**config.mk**
```make
export PLATFORM = sky130hd
export DESIGN_NAME = spi_status_out
export DESIGN_NICKNAME = d
export VERILOG_FILES = /design/src/rtl/addatone_pkg.sv /design/src/rtl/spi_sync_edge.sv /design/src/rtl/spi_status_out.sv
export SDC_FILE = /design/constraint.sdc
export NUM_CORES = 1
export LEC_CHECK = 0
export CORE_MARGIN = 2
export CORE_UTILIZATION = 48
export CTS_CLUSTER_DIAMETER = 60
export CTS_CLUSTER_SIZE = 20
export DETAILED_ROUTE_END_ITERATION = 16
export PLACE_DENSITY = 0.77
export SLEW_MARGIN = 20
export SYNTH_ARGS = -nofsm -noshare
export SYNTH_HDL_FRONTEND = slang
export SYNTH_SLANG_ARGS = --single-unit
```
**constraint.sdc**
```tcl
create_clock -name i_Clock -period 1.5 [get_ports i_Clock]
set_input_delay 0.3 -clock i_Clock [delete_from_list [all_inputs] [get_ports i_Clock]]
set_output_delay 0.3 -clock i_Clock [all_outputs]
set_load 0.02 [all_outputs]
```
**src/rtl/addatone_pkg.sv**
```systemverilog
// Shared definitions for the addatone SPI blocks: FSM state encodings,
// synchroniser depth and default word width.
package addatone_pkg;

    typedef enum logic [1:0] {
        sm_idle  = 2'd0,
        sm_load  = 2'd1,
        sm_shift = 2'd2,
        sm_done  = 2'd3
    } spi_state_t;

    localparam int SPI_SYNC_STAGES   = 2;
    localparam int DEFAULT_WORD_BITS = 16;

endpackage

```
**src/rtl/spi_sync_edge.sv**
```systemverilog
// Multi-flop synchroniser for an asynchronous level, with registered
// one-cycle rise and fall pulses taken from the synchronised level.
module spi_sync_edge
    import addatone_pkg::*;
#(
    parameter int STAGES = SPI_SYNC_STAGES
) (
    input  logic clock,
    input  logic reset,
    input  logic async_level,
    output logic rise,
    output logic fall
);

    logic [STAGES-1:0] sync_r;
    logic              prev_r;

    // Synchroniser chain plus registered edge detection. Clearing to 0 means a
    // line that is high after reset shows a rise, and a low one shows nothing.
    always_ff @(posedge clock) begin
        if (reset) begin
            sync_r <= '0;
            prev_r <= 1'b0;
            rise   <= 1'b0;
            fall   <= 1'b0;
        end else begin
            sync_r <= {sync_r[STAGES-2:0], async_level};
            prev_r <= sync_r[STAGES-1];
            rise   <= sync_r[STAGES-1] & ~prev_r;
            fall   <= ~sync_r[STAGES-1] & prev_r;
        end
    end

endmodule

```
**src/rtl/spi_status_out.sv**
```systemverilog
// SPI-slave (mode 0) status transmitter on MISO, oversampling CS/SCK in the
// Main_Clock domain. Define STATUS_CHECKSUM_EN to append a sum word to each frame.
module spi_status_out
    import addatone_pkg::*;
#(
    parameter int NUM_WORDS = 3,
    parameter int WORD_BITS = DEFAULT_WORD_BITS
) (
    input  logic                           i_Clock,
    input  logic                           i_Reset,
    input  logic                           i_SPI_CS,
    input  logic                           i_SPI_Clock,
    input  logic [NUM_WORDS*WORD_BITS-1:0] i_Data,
    output logic                           o_SPI_Data,
    output logic                           o_Data_Sent,
    output logic                           o_Frame_Error,
    output logic                           o_Busy
);

    localparam int DATA_BITS = NUM_WORDS * WORD_BITS;
`ifdef STATUS_CHECKSUM_EN
    localparam int FRAME_BITS = DATA_BITS + WORD_BITS;
`else
    localparam int FRAME_BITS = DATA_BITS;
`endif
    localparam int CNT_W = $clog2(FRAME_BITS + 2);
    localparam logic [CNT_W-1:0] CNT_FULL = CNT_W'(FRAME_BITS);
    localparam logic [CNT_W-1:0] CNT_SAT  = CNT_W'(FRAME_BITS + 1);

    logic                  cs_rise_s;
    logic                  cs_fall_s;
    logic                  sck_rise_s;
    logic                  sck_fall_s;
    logic [FRAME_BITS-1:0] snap_s;
    logic [FRAME_BITS-1:0] shift_r;
    logic [CNT_W-1:0]      cnt_r;
    logic                  cs_seen_high_r;
    spi_state_t            state_r;

    spi_sync_edge u_cs_sync (
        .clock       (i_Clock),
        .reset       (i_Reset),
        .async_level (i_SPI_CS),
        .rise        (cs_rise_s),
        .fall        (cs_fall_s)
    );

    spi_sync_edge u_sck_sync (
        .clock       (i_Clock),
        .reset       (i_Reset),
        .async_level (i_SPI_Clock),
        .rise        (sck_rise_s),
        .fall        (sck_fall_s)
    );

    // Reorder the packed inputs so word 0 sits at the buffer MSB end.
    always_comb begin
        snap_s = '0;
        for (int k = 0; k < NUM_WORDS; k++) begin
            snap_s[FRAME_BITS-1-k*WORD_BITS -: WORD_BITS] = i_Data[k*WORD_BITS +: WORD_BITS];
        end
    end

`ifdef STATUS_CHECKSUM_EN
    logic [WORD_BITS-1:0] sum_s;

    // Modular sum of the snapshotted words held in the shift buffer.
    always_comb begin
        sum_s = '0;
        for (int k = 0; k < NUM_WORDS; k++) begin
            sum_s = sum_s + shift_r[FRAME_BITS-1-k*WORD_BITS -: WORD_BITS];
        end
    end
`endif

    // Frame state machine. The snapshot is taken on the edge that leaves idle so
    // the first MSB is on MISO during the load cycle; load then resets the count.
    always_ff @(posedge i_Clock) begin
        if (i_Reset) begin
            state_r        <= sm_idle;
            shift_r        <= '0;
            cnt_r          <= '0;
            cs_seen_high_r <= 1'b0;
            o_SPI_Data     <= 1'b0;
            o_Data_Sent    <= 1'b0;
            o_Frame_Error  <= 1'b0;
            o_Busy         <= 1'b0;
        end else begin
            if (cs_rise_s) begin
                cs_seen_high_r <= 1'b1;
            end
            case (state_r)
                sm_idle: begin
                    o_SPI_Data    <= 1'b0;
                    o_Data_Sent   <= 1'b0;
                    o_Frame_Error <= 1'b0;
                    if (cs_fall_s && cs_seen_high_r) begin
                        state_r    <= sm_load;
                        shift_r    <= snap_s;
                        o_SPI_Data <= snap_s[FRAME_BITS-1];
                        cnt_r      <= '0;
                        o_Busy     <= 1'b1;
                    end
                end
                sm_load: begin
                    cnt_r <= '0;
`ifdef STATUS_CHECKSUM_EN
                    shift_r[WORD_BITS-1:0] <= sum_s;
`endif
                    if (cs_rise_s) begin
                        state_r       <= sm_done;
                        o_SPI_Data    <= 1'b0;
                        o_Frame_Error <= 1'b1;
                    end else begin
                        state_r <= sm_shift;
                    end
                end
                sm_shift: begin
                    // A CS release outranks any SCK edge landing in the same cycle.
                    if (cs_rise_s) begin
                        state_r       <= sm_done;
                        o_SPI_Data    <= 1'b0;
                        o_Data_Sent   <= (cnt_r == CNT_FULL);
                        o_Frame_Error <= (cnt_r != CNT_FULL);
                    end else if (sck_rise_s) begin
                        if (cnt_r != CNT_SAT) begin
                            cnt_r <= cnt_r + CNT_W'(1);
                        end
                    end else if (sck_fall_s) begin
                        shift_r    <= {shift_r[FRAME_BITS-2:0], 1'b0};
                        o_SPI_Data <= shift_r[FRAME_BITS-2];
                    end
                end
                sm_done: begin
                    o_Data_Sent   <= 1'b0;
                    o_Frame_Error <= 1'b0;
                    o_Busy        <= 1'b0;
                    state_r       <= sm_idle;
                end
                default: begin
                    state_r       <= sm_idle;
                    o_SPI_Data    <= 1'b0;
                    o_Data_Sent   <= 1'b0;
                    o_Frame_Error <= 1'b0;
                    o_Busy        <= 1'b0;
                end
            endcase
        end
    end

endmodule
```
[After elaboration in Yosys (flattened, before gate mapping)]
Cells that the tools add are included.
Word-level totals
  bits in registers: 70
  memory bits (writable): 0
  memories kept: 0
  bits of input ports: 52
  bits in latches: 0
  memory bits (read-only): 0
Cells by class
  bitwise gates (word level): 8
  equality and inequality tests: 16
  reductions and logical operators: 14
  muxes and demuxes: 27
  divide/modulo/power cells: 0
  multiply operators: 0
  magnitude comparators: 0
  add/subtract/negate cells: 1
  shift-type cells: 0
Operators with widths (count)
  $mux W47: 4
  $pmux W47 S2: 1
  $mux W6: 4
  $pmux W6 S3: 1
  $ne A6 B6 Y1 const B: 2
  $mux W1: 10
  $reduce_and A5 Y1: 2
  $ne A2 B1 Y1 const B: 4
  $ne A2 B2 Y1 const B: 4
  $pmux W2 S4: 1
  $reduce_and A2 Y1: 4
  $add A6 B1 Y6 const B: 1
  $eq A6 B6 Y1 const B: 1
  $pmux W1 S3: 2
  $reduce_bool A2 Y1: 3
  $and A1 B1 Y1: 4
  $eq A2 B2 Y1 const B: 2
  $mux W2: 2
  $not A1 Y1: 4
  $pmux W1 S2: 2
  $reduce_and A4 Y1: 1
  $ne A3 B1 Y1 const B: 1
  $ne A3 B3 Y1 const B: 1
  $reduce_bool A3 Y1: 1
  other kinds (4): 4

[Depth between registers and ports, before layout]
Gate-level depths: netlist of run 1.
  depth in word-level cells: 5
  depth in mapped cells: 9
  mapped depth without buffers: 6

[Modules after synthesis]
Synthesis of run 1 repeated with hierarchy kept, for this count alone.
Unflattened totals
  cells, all modules: 321
  area, all modules: 3271.9 um^2
Modules (own cells, without submodules)
  spi_status_out: times used 1, seq. area each 1201.2 um^2, area each 3004.1 um^2, cells an instance 301
  spi_sync_edge: times used 2, seq. area each 100.1 um^2, area each 133.9 um^2, cells an instance 10

[Least setup slack after synthesis of run 1]
OpenSTA, ideal clock, no wires.
  path type: register to register
  start: register state_r[0]
  end: register shift_r[5]
  data required time: 1.354 ns
  cell stages (with the launch flop): 9
  arrival: 1.555 ns
  period minus slack after synthesis: 1.701 ns
  setup time: 0.146 ns
  setup slack: -0.201 ns
  cells stage by stage: dfxtp_1 -> inv_1 -> ha_1 -> buf_4 -> nand2b_1 -> a21oi_2 -> buf_4 -> buf_2 -> a211oi_1
On the way
  word-level cells in the longest chain between the ends: 3
  elaborated cells between the ends (all ways): 9
  those cells by class: eq/ne: 5; mux: 1; reduce/logical: 3
RTL lines
  start, declared: RTL line spi_status_out.sv:38  | spi_state_t state_r;
  start signal, assigned: RTL line spi_status_out.sv:80  | state_r <= sm_idle;
  start signal, assigned: RTL line spi_status_out.sv:98  | state_r <= sm_load;
  start signal, assigned: RTL line spi_status_out.sv:111  | state_r <= sm_done;
  $eq A2 B2 Y1 or $logic_not A2 Y1 (tied branches): RTL line spi_status_out.sv:92  | case (state_r)
  $ne A2 B2 Y1 (no source line), or another cell as far along
  $reduce_and A5 Y1 (no source line)
  end signal, assigned: RTL line spi_status_out.sv:99  | shift_r <= snap_s;
  end signal, assigned: RTL line spi_status_out.sv:130  | shift_r <= {shift_r[FRAME_BITS-2:0], 1'b0};
  end, declared: RTL line spi_status_out.sv:35  | logic [FRAME_BITS-1:0] shift_r;
Several ways; a longest one is shown, not always the timed one.
A chain may end at the register's enable or synchronous reset.

[Final worst setup path of run 1]
  start: register state_r[0]
  end: register shift_r[46]
The elaborated chain is that of the path after synthesis.

==> impl_metrics.yaml, run 1 <==
run_status:
  outcome: "complete, but fails checks"
  violations: "negative setup slack"
synth:
  synth_top_family_by_area: "compound AO/OA/AOI/OAI gates"
  synth.yosys.warnings: 0
  syn_area_per_cell_sq_um: 10.1
  synth.yosys.seq_area_share_pct: 43.0
  synth_seq_cells: 70
  synth_edf_count: 0
  async_reset_ff_share_pct: 0
  synth_xor_area_share_pct: 0
  synth_compound_area_share_pct: 20.1
  synthAdderAreaFrac_pct: 3.45
  synthFlopType: "dfxtp_1"
  syn_area_sq_um: 3260
  syn-num-nets: 385
  synthMuxAreaShare_pct: 14.5
  synth.distinct_cells: 34
  synth-simple-area-share_pct: 14.2
  synthCells: 324
critical_path:
  timing.rr.start: "state_r[0]"
  cp_max_fo: 9
  required_ns: 1.73
  cp-end-kind: "register"
  cp_cell_sequence: "inv_4 -> ha_4 -> nand4bb_4 -> a21oi_4 -> buf_6 -> buf_8 -> nor2_1 -> a211oi_1"
  startpoint: "state_r[0]"
  slowest_delay_ns: 0.34
  setup.worst_path.class: "register to register"
  worstSetupStartpointType: "register"
  crit_slowest_cell: "dfxtp_2"
  arrival_ns: 1.87
  r2r_slack_ns: -0.14
sta:
  rsz0062_at_grt: "true"
  worst_clock_skew_ns: 0.0150
  min_period_over_period_pct: 109
  slew_headroom_pct: 72.6
  layout_setup_ws_ns: -0.138
  setup_viol: 53
  worst_slew_pin_slew_ns: 0.411
  finalHoldViolCount: 0
  drv_slew: 0
  finalCriticalPeriod_ns: 1.64
  fmax_mhz: 611
clock_network:
  numCtsBuffers: 9
  clkTransAtPathRegs_ns: 0.07
  clockRootBuffer: "clkbuf_8"
  clkLatencyLatePin_ns: 0.34
  cts_buffer_depth: 2
  cts_max_level: 3
  cts_sinks: 70
  tritoncts: "built"
global_routing:
  grt_pass1_vias: 2914
  antenna_found_initial: 0
  grt_pass1_wl_um: 14000
  track_usage_pct: 23.6
  grt-ovfl-total: 0
  grt_max_degree: 68
layout:
  multi_input_area_sq_um: 1940
  finalInstanceArea_sq_um: 4900
  layout-drive-gt1-share_pct: 30.9
  register_area_sq_um: 1410
  areaGrowthSynthToFinish_pct: 50.2
  nNetsFinal: 473
  n_fill_cell: 438
  diodes: 0
power_and_ir_drop:
  total_power_w: 0.00682
  p_per_area_nw_per_um2: 1390
  combinationalPowerShare_pct: 37.9
  switching_power_w: 0.00217
  pwr-share-clk_pct: 25.8
  peakVddDrop_mv: 0.652
  p_leak_nw: 1.66
  power.internal_w: 0.00464
  seqPwrFrac_pct: 36.3
  p_sw_share_pct: 31.9
floorplanning:
  pin_count: 56
  die_area_sq_um: 7470
  fp.dieW_um: 86.4
  coreArea_sq_um: 6680
  rows: 30
  start_util_pct: 48.8
  die_h_um: 86.4
placement:
  place.gp.congestion: 0.779
  dp.final_hpwl_um: 4590
  io_buffers: 55
  placed_cell_area_sq_um: 4060
detailed_routing:
  firstDrtPassIters: 4
  ant_nets: 0
  via_per_inst: 5.68
  post_drt_wl_per_cell_um: 18.6
  drc_errors: 0
  wl_um: 9240
  num_vias: 2823
  drt_iter0_drc: 155
run:
  max_cap_viol_count: 0
min_path:
  hold_path.class: "register to register"
  hp-start: "u_sck_sync.prev_r"
## final timing paths
check / endpoint / cells after the start
setup / recovery: shift_r[46] / 8
hold / removal: u_sck_sync.rise / 1
setup reg to reg: shift_r[46] / 8
hold reg to reg: u_sck_sync.rise / 1
## layout make-up
class / count / area share [%]
clock buffers: 11 / 3.09
clock inverters: 5 / 1.66
inverters: 5 / 0.485
multi-input cells: 225 / 39.6
flip-flops and latches: 70 / 28.7
well taps: 80 / 2.04
repair buffers: 101 / 24.4
## layer usage
metal	global-route usage, %	vias up	wire length, um
li1	-	1352	-
met1	29.1	1380	3760
met2	41.5	68	4950
met3	4.67	23	291
met4	7.53	0	237
met5	0	-	0
## repair_timing
action                                  4_1_cts  5_1_grt
cloned                                        6        3
hold buffers                                  0        0
gates resized for setup                      31       29
pin swaps                                    18       17
setup buffers                                13        2
hold endpoints to repair                      0        0
endpoints found under the setup margin       57       57
## power by group through the flow
| stage | logic [W] | clock network (W) | registers, W |
|---|---|---|---|
| 2_1_floorplan | 0.00117 | 0 | 0.00246 |
| 3_3_place_gp | 0.00155 | 0 | 0.00247 |
| 3_5_place_dp | 0.00162 | 0 | 0.00249 |
| 4_1_cts | 0.00225 | 0.00175 | 0.00245 |
| 5_1_grt | 0.00275 | 0.00186 | 0.00250 |
| 6_report | 0.00258 | 0.00176 | 0.00247 |
## per-stage QoR
| stage | std cells | util (%) | worst slack [ns] | hold WS (ns) | TNS, ns |
|---|---|---|---|---|---|
| 3_5_place_dp | 458 | 60.7 | -0.151 | 0.400 | -5.38 |
| 2_1_floorplan | 324 | - | -0.0309 | 0.379 | -0.901 |
| 4_1_cts | 493 | 70.4 | -0.0978 | 0.406 | -1.80 |
| 3_3_place_gp | 458 | 60.7 | -0.0554 | 0.389 | -2.23 |
| 5_1_grt | 497 | 73.3 | -0.167 | 0.416 | -5.77 |
| 6_report | 497 | 73.3 | -0.138 | 0.404 | -3.13 |
## sequential cells by signal, indices dropped and copies added, names as in the netlist
| signal | flops |
|---|---|
| shift_r | 47 |
| cnt_r | 6 |
| state_r | 2 |
| u_cs_sync.sync_r | 2 |
| u_sck_sync.sync_r | 2 |
| cs_seen_high_r | 1 |
| o_Busy | 1 |
| o_Data_Sent | 1 |
| o_Frame_Error | 1 |
| o_SPI_Data | 1 |
| u_cs_sync.fall | 1 |
| u_cs_sync.prev_r | 1 |
| u_cs_sync.rise | 1 |
| u_sck_sync.fall | 1 |
| u_sck_sync.prev_r | 1 |
| u_sck_sync.rise | 1 |
## critical path, delay by kind of cell, from the launching register on
| kind | cells | cell delay, ns |
|---|---|---|
| AO/OA/AOI/OAI | 2 | 0.46 |
| flip-flops | 1 | 0.34 |
| buffers and inverters | 3 | 0.38 |
| AND/OR/NAND/NOR | 2 | 0.17 |
| adder cells (fa/ha/maj) | 1 | 0.17 |
## placed cells by master, fill, tap and decap left out, drive strengths merged, types with 2 or more instances in the layout
cell and n:
mux2i 46, a21oi 7, a21boi 2, nor2b 11
clkbuf 14, o21ai 5, a211oi 51, buf 44
a31oi 2, nand3b 3, nor2 57, nand2b 5
inv 5, nor3b 2, clkinv 2, nor3 3
dlygate4sd2 4, clkdlybuf4s50 50, nand2 5, ha 9
nand4bb 2, a22o 3, nand3 4, dfxtp 70
bufinv 2
## kinds of logic (layout without fill, tap and decap cells)
| group | after synthesis | count (layout) |
|---|---|---|
| multiplexers | 47 | 47 |
| adder cells (fa/ha/maj) | 9 | 9 |
| buffers and inverters | 29 | 122 |
| AND/OR/NAND/NOR | 96 | 96 |
| flip-flops | 70 | 70 |
| AO/OA/AOI/OAI | 73 | 73 |
## synth_stat cells, types with 6 or more instances
cell type   n  share of area (%)
a211oi_2   20                7.7
a211oi_1   31                7.1
buf_2       9                1.4
dfxtp_1    70                 43
a21oi_1     6               0.92
nor2_1     57                6.6
nor2b_1    11                2.1
clkbuf_1    8               0.92
mux2i_1    46                 14
ha_1        9                3.5
No activity file was read; power rests on OpenSTA's default activity.
==> run 2: changes to the inputs <==
--- a/config.mk
+++ b/config.mk
@@ -10,8 +10,8 @@
 export CTS_CLUSTER_DIAMETER = 60
 export CTS_CLUSTER_SIZE = 20
 export DETAILED_ROUTE_END_ITERATION = 16
+export GPL_TIMING_DRIVEN = 0
 export PLACE_DENSITY = 0.77
-export SLEW_MARGIN = 20
 export SYNTH_ARGS = -nofsm -noshare
 export SYNTH_HDL_FRONTEND = slang
 export SYNTH_SLANG_ARGS = --single-unit
==> impl_metrics.yaml, run 2 (synthesized netlist as in run 1, its figures left out) <==
floorplanning:
  die_h_um: 86.4
  coreArea_sq_um: 6680
  die_area_sq_um: 7470
  start_util_pct: 48.8
  rows: 30
  pin_count: 56
  fp.dieW_um: 86.4
power_and_ir_drop:
  p_per_area_nw_per_um2: 1380
  p_sw_share_pct: 32.7
  seqPwrFrac_pct: 37.2
  power.internal_w: 0.00454
  pwr-share-clk_pct: 24.2
  switching_power_w: 0.00221
  peakVddDrop_mv: 0.612
  p_leak_nw: 1.68
  combinationalPowerShare_pct: 38.6
critical_path:
  cp_cell_sequence: "inv_6 -> ha_4 -> nand4bb_4 -> a21oi_4 -> buf_12 -> buf_12 -> buf_8 -> nor2_4 -> a211oi_2"
  worstSetupStartpointType: "register"
  cp-end-kind: "register"
  crit_slowest_cell: "dfxtp_4"
  required_ns: 1.76
  slowest_delay_ns: 0.36
  setup.worst_path.class: "register to register"
  cp_common_cell: "buf_12"
  arrival_ns: 2.01
  cp_max_fo: 5
layout:
  layout-drive-gt1-share_pct: 34.8
  final_common_cell: "dfxtp_1"
  layout_common_cells: "67 x dfxtp_1, 51 x clkdlybuf4s50_1, 42 x mux2i_1"
  largest_register_ffs: 47
  nNetsFinal: 479
  areaGrowthSynthToFinish_pct: 50.3
  n_fill_cell: 430
  multi_input_area_sq_um: 2020
  top_regs: "shift_r: 47 flops, cnt_r: 6 flops"
  top_register: "shift_r"
  final_util_pct: 73.4
  register_area_sq_um: 1410
  diodes: 0
sta:
  fin_setup_tns_ns: -8.90
  slew_headroom_pct: 57.1
  finalCriticalPeriod_ns: 1.75
  rsz0062_at_grt: "true"
  min_period_over_period_pct: 116
  setup_viol: 52
  drv_slew: 0
  layout_setup_ws_ns: -0.247
  finalHoldViolCount: 0
  worst_slew_pin_slew_ns: 0.644
  fmax_mhz: 572
  worst_clock_skew_ns: 0.0116
run:
  max_cap_viol_count: 0
global_routing:
  grtUsageMet2_pct: 41.3
  grt.busiest_layer: "met2"
  grt_use_met3_pct: 5.05
  met1_usage_pct: 26.8
  grt_max_degree: 13
  grt_pass1_wl_um: 13400
  grt-ovfl-total: 0
  track_usage_pct: 22.9
  antenna_found_initial: 0
  grt_pass1_vias: 2811
detailed_routing:
  drt_iter0_drc: 134
  ant_nets: 0
  firstDrtPassIters: 4
  post_drt_wl_per_cell_um: 17.4
  via_per_inst: 5.58
  wl_um: 8740
  drc_errors: 0
  num_vias: 2809
clock_network:
  clkLatencyLatePin_ns: 0.35
  cts_sinks: 70
  holdBufCountCts: 0
  tritoncts: "built"
  clockRootBuffer: "clkbuf_8"
  cts_max_level: 3
  cts_buffer_depth: 2
  clkTransAtPathRegs_ns: 0.08
  numCtsBuffers: 9
placement:
  dp.final_hpwl_um: 4830
  io_buffers: 55
  place.gp.congestion: 0.830
run_status:
  outcome: "complete, but fails checks"
  violations: "negative setup slack"
min_path:
  hold_path.class: "register to register"
==> run 2: cell count changes in the layout (fill, tap and decap cells not counted), moves of 3 or more <==
cell,delta
clkbuf_16,-3
buf_12,-6
nor2_1,-13
clkbuf_2,+5
buf_6,+5
nor2_2,+7
buf_8,+4
o21ai_1,+3
nor2_4,+6
==> run 2: metrics by stage <==
| step | instances | power, W | hold slack [ns] | area (sq um) | worst slack (ns) |
|---|---|---|---|---|---|
| floorplan | 324 | 0.00363 | 0.379 | 3310 | -0.0309 |
| global placement | 459 | 0.00400 | 0.388 | 3960 | -0.601 |
| detailed placement | 459 | 0.00407 | 0.398 | 3960 | -0.630 |
| CTS | 494 | 0.00629 | 0.407 | 4590 | -0.146 |
| global route | 503 | 0.00706 | 0.434 | 4900 | -0.318 |
| finish | 503 | 0.00676 | 0.408 | 4900 | -0.247 |
==> run 2: timing repair <==
item / CTS / global route
cloned: 7 / 0
buffers inserted: 13 / 12
setup endpoints to repair: 64 / 60
pin swaps: 25 / 35
hold endpoints to repair: 0 / 0
gates resized for setup: 57 / 72
==> run 2: routing by layer <==
layer / vias to the layer above / routed length (um)
li1: 1369 / -
met1: 1358 / 3620
met2: 66 / 4560
met3: 16 / 395
met4: 0 / 165
met5: - / 0
==> run 2: final timing paths <==
| kind | from | to | slack (ns) | depth (start not counted) |
|---|---|---|---|---|
| worst max-delay path | state_r[0] | shift_r[24] | -0.25 | 9 |
| worst min-delay path | u_sck_sync.prev_r | u_sck_sync.rise | 0.41 | 1 |
| worst max register to register | state_r[0] | shift_r[24] | -0.25 | 9 |
| worst min register to register | u_sck_sync.prev_r | u_sck_sync.rise | 0.41 | 1 |
==> run 2: area by class of cell <==
type | instances | share of cell area [%]
inverters | 5 | 0.536
flip-flops and latches | 70 | 28.8
well taps | 80 | 2.04
clock inverters | 4 | 1.10
plain buffers | 22 | 4.49
multi-input cells | 225 | 41.3
repair buffers | 85 | 18.4
clock buffers | 12 | 3.37
==> run 2: power groups by stage <==
stage / Combinational (W) / Clock [W] / Sequential [W]
floorplan: 0.00117 / 0 / 0.00246
global placement: 0.00153 / 0 / 0.00248
detailed placement: 0.00158 / 0 / 0.00250
CTS: 0.00219 / 0.00164 / 0.00246
global route: 0.00278 / 0.00173 / 0.00255
finish: 0.00261 / 0.00163 / 0.00251
==> run 2: worst max-delay path: cells and delay by family (launching register included) <==
family	cells	cell delay [ns]
AOI/OAI and AO/OA	2	0.49
buffers and inverters	4	0.47
DFF	1	0.36
and+or+nand+nor	2	0.17
adders and majority gates	1	0.16
==> run 3: changes to the inputs <==
--- a/config.mk
+++ b/config.mk
@@ -11,7 +11,9 @@
 export CTS_CLUSTER_SIZE = 20
 export DETAILED_ROUTE_END_ITERATION = 16
 export GPL_TIMING_DRIVEN = 0
+export HOLD_SLACK_MARGIN = 0.1
 export PLACE_DENSITY = 0.77
 export SYNTH_ARGS = -nofsm -noshare
 export SYNTH_HDL_FRONTEND = slang
+export SYNTH_HIERARCHICAL = 1
 export SYNTH_SLANG_ARGS = --single-unit
==> impl_metrics.yaml, run 3 <==
run_status:
  outcome: "complete, but fails checks"
  violations: "negative setup slack"
sta:
  slew_headroom_pct: 53.3
  min_period_over_period_pct: 109
  worst_slew_pin_slew_ns: 0.700
  finalCriticalPeriod_ns: 1.64
  drv_slew: 0
  layout_setup_ws_ns: -0.140
  setup_viol: 51
  rsz0062_at_grt: "true"
  worst_clock_skew_ns: 0.0126
  finalHoldViolCount: 0
  fmax_mhz: 610
detailed_routing:
  wl_um: 8050
  ant_nets: 0
  drt_iter0_drc: 119
  post_drt_wl_per_cell_um: 16.5
  drc_errors: 0
  via_per_inst: 5.66
  num_vias: 2754
  firstDrtPassIters: 4
synth:
  synth_top_area_share_pct: 42.8
  synth_compound_area_share_pct: 21.6
  async_reset_ff_share_pct: 0
  synth_top_area_cell: "dfxtp_1"
  synthCells: 321
  syn_area_sq_um: 3270
  synthFlopType: "dfxtp_1"
  synthAdderAreaFrac_pct: 2.68
  synth_common_cells: "70 x dfxtp_1, 55 x nor2_1, 46 x mux2i_1, 30 x a211oi_2, 20 x a211oi_1"
  synth.yosys.seq_area_share_pct: 42.8
  synth_seq_cells: 70
  syn_area_per_cell_sq_um: 10.2
  synth_edf_count: 0
  synth.yosys.warnings: 6
  yosysMostFrequentCell: "dfxtp_1"
  synth.distinct_cells: 36
  syn-num-nets: 380
  synth_area_leaders: "dfxtp_1 43%, mux2i_1 14%, a211oi_2 11%"
  synth-simple-area-share_pct: 14.4
  synthMuxAreaShare_pct: 14.4
  synth_top_family_by_area: "compound AO/OA/AOI/OAI gates"
  synth_xor_area_share_pct: 0
critical_path:
  cp-end-kind: "register"
  setup.worst_path.class: "register to register"
  slowest_delay_ns: 0.34
  arrival_ns: 1.85
  ff2ff_path_depth: 8
  cp-endpoint: "shift_r[29]"
  required_ns: 1.71
  timing.rr.start: "state_r[0]"
  reg2reg_to: "shift_r[29]"
  crit_slowest_cell: "dfxtp_2"
  r2r_slack_ns: -0.14
  cp_cell_sequence: "inv_4 -> ha_4 -> a21boi_4 -> a21oi_4 -> buf_6 -> buf_12 -> nor2_1 -> a211oi_2"
  cp_max_fo: 10
  startpoint: "state_r[0]"
  worstSetupStartpointType: "register"
layout:
  layout-drive-gt1-share_pct: 35.6
  areaGrowthSynthToFinish_pct: 44.8
  final_cells: 487
  layout_common_cells: "66 x dfxtp_1, 50 x clkdlybuf4s50_1, 45 x a211oi_2"
  diodes: 0
  nNetsFinal: 461
  n_fill_cell: 471
  register_area_sq_um: 1410
  top_register: "shift_r"
  final_common_cell: "dfxtp_1"
  top_regs: "shift_r: 47 flops, cnt_r: 6 flops"
  multi_input_area_sq_um: 2060
  largest_register_ffs: 47
placement:
  place.gp.congestion: 0.850
  pre_cts_slack_ns: -0.879
  place_inst: 456
  io_buffers: 55
  dp.final_hpwl_um: 4720
floorplanning:
  pin_count: 56
  rows: 30
  coreArea_sq_um: 6680
  start_util_pct: 49.0
  die_h_um: 86.6
  fp.dieW_um: 86.6
  die_area_sq_um: 7490
global_routing:
  grt_pass1_wl_um: 12400
  grt-ovfl-total: 0
  grt_max_degree: 17
  antenna_found_initial: 0
  grt_pass1_vias: 2662
  track_usage_pct: 20.6
clock_network:
  clockRootBuffer: "clkbuf_8"
  cts_sinks: 70
  cts_max_level: 3
  cts_buffer_depth: 2
  clkLatencyLatePin_ns: 0.34
  tritoncts: "built"
  clkTransAtPathRegs_ns: 0.08
  numCtsBuffers: 9
  holdBufCountCts: 0
power_and_ir_drop:
  p_per_area_nw_per_um2: 1410
  p_leak_nw: 1.56
  peakVddDrop_mv: 0.935
run:
  max_cap_viol_count: 0
min_path:
  hold_path.class: "register to register"
run 3: final cells by class:
class                   count  area share (%)
multi-input cells         223            43.4
flip-flops and latches     70            29.7
repair buffers             71            14.9
plain buffers              22            4.15
clock buffers              11            2.98
clock inverters             5            2.24
well taps                  80            2.11
inverters                   5           0.502
run 3: cell families after synthesis:
group / after synthesis
multiplexers: 47
AO/OA/AOI/OAI: 75
buffers and inverters: 28
flip-flops: 70
adder cells (fa/ha/maj): 7
AND/OR/NAND/NOR: 94
run 3: worst max-delay path, delay by kind of cell, from the launching register on:
family / cells / cell delay (ns)
flops: 1 / 0.34
simple gates: 1 / 0.13
buf+inv: 3 / 0.40
compound gates: 3 / 0.49
fa+ha+maj: 1 / 0.15
run 3: what timing repair did:
| item | CTS | global route |
|---|---|---|
| gates resized for setup | 55 | 46 |
| cloned | 2 | 1 |
| setup buffers | 8 | 5 |
| pin swaps | 14 | 9 |
| hold endpoints to repair | 0 | 0 |
| endpoints found under the setup margin | 63 | 55 |
run 3: power breakdown:
group          total [W]  internal [W]  switching (W)
clock network    0.00189       0.00115       0.000738
registers        0.00251       0.00226       0.000250
logic            0.00229       0.00115        0.00114
run 3: metrics by stage:
step | power, W | setup TNS [ns] | area, sq um | utilization (%) | hold slack [ns]
finish | 0.00669 | -3.79 | 4740 | 70.9 | 0.415
global route | 0.00704 | -6.79 | 4740 | 70.9 | 0.431
CTS | 0.00634 | -2.96 | 4480 | 67.1 | 0.418
detailed placement | 0.00418 | -35.50 | 4010 | 60.0 | 0.409
global placement | 0.00412 | -33.87 | 4010 | 60.0 | 0.395
floorplan | 0.00374 | -0.331 | 3360 | - | 0.372
run 3: worst min-delay path by stage:
stage                                 start          endpoint  slack [ns]  depth (start not counted)
after global placement    u_sck_sync/prev_r   u_sck_sync/rise        0.40                          1
after global routing      u_sck_sync/prev_r   u_sck_sync/rise        0.43                          1
after detailed placement  u_sck_sync/prev_r   u_sck_sync/rise        0.41                          1
after floorplan                     i_Reset  u_cs_sync/prev_r        0.37                          1
after CTS                 u_sck_sync/prev_r   u_sck_sync/rise        0.42                          1
final                      u_cs_sync/prev_r    u_cs_sync/rise        0.42                          1
run 3: layer usage:
metal | wire, um | vias to the layer above | GRT usage (%)
met5 | 0 | - | 0
met4 | 90 | 0 | 7.95
met3 | 328 | 11 | 3.52
met2 | 4220 | 59 | 35.4
met1 | 3410 | 1352 | 25.7
li1 | - | 1332 | -
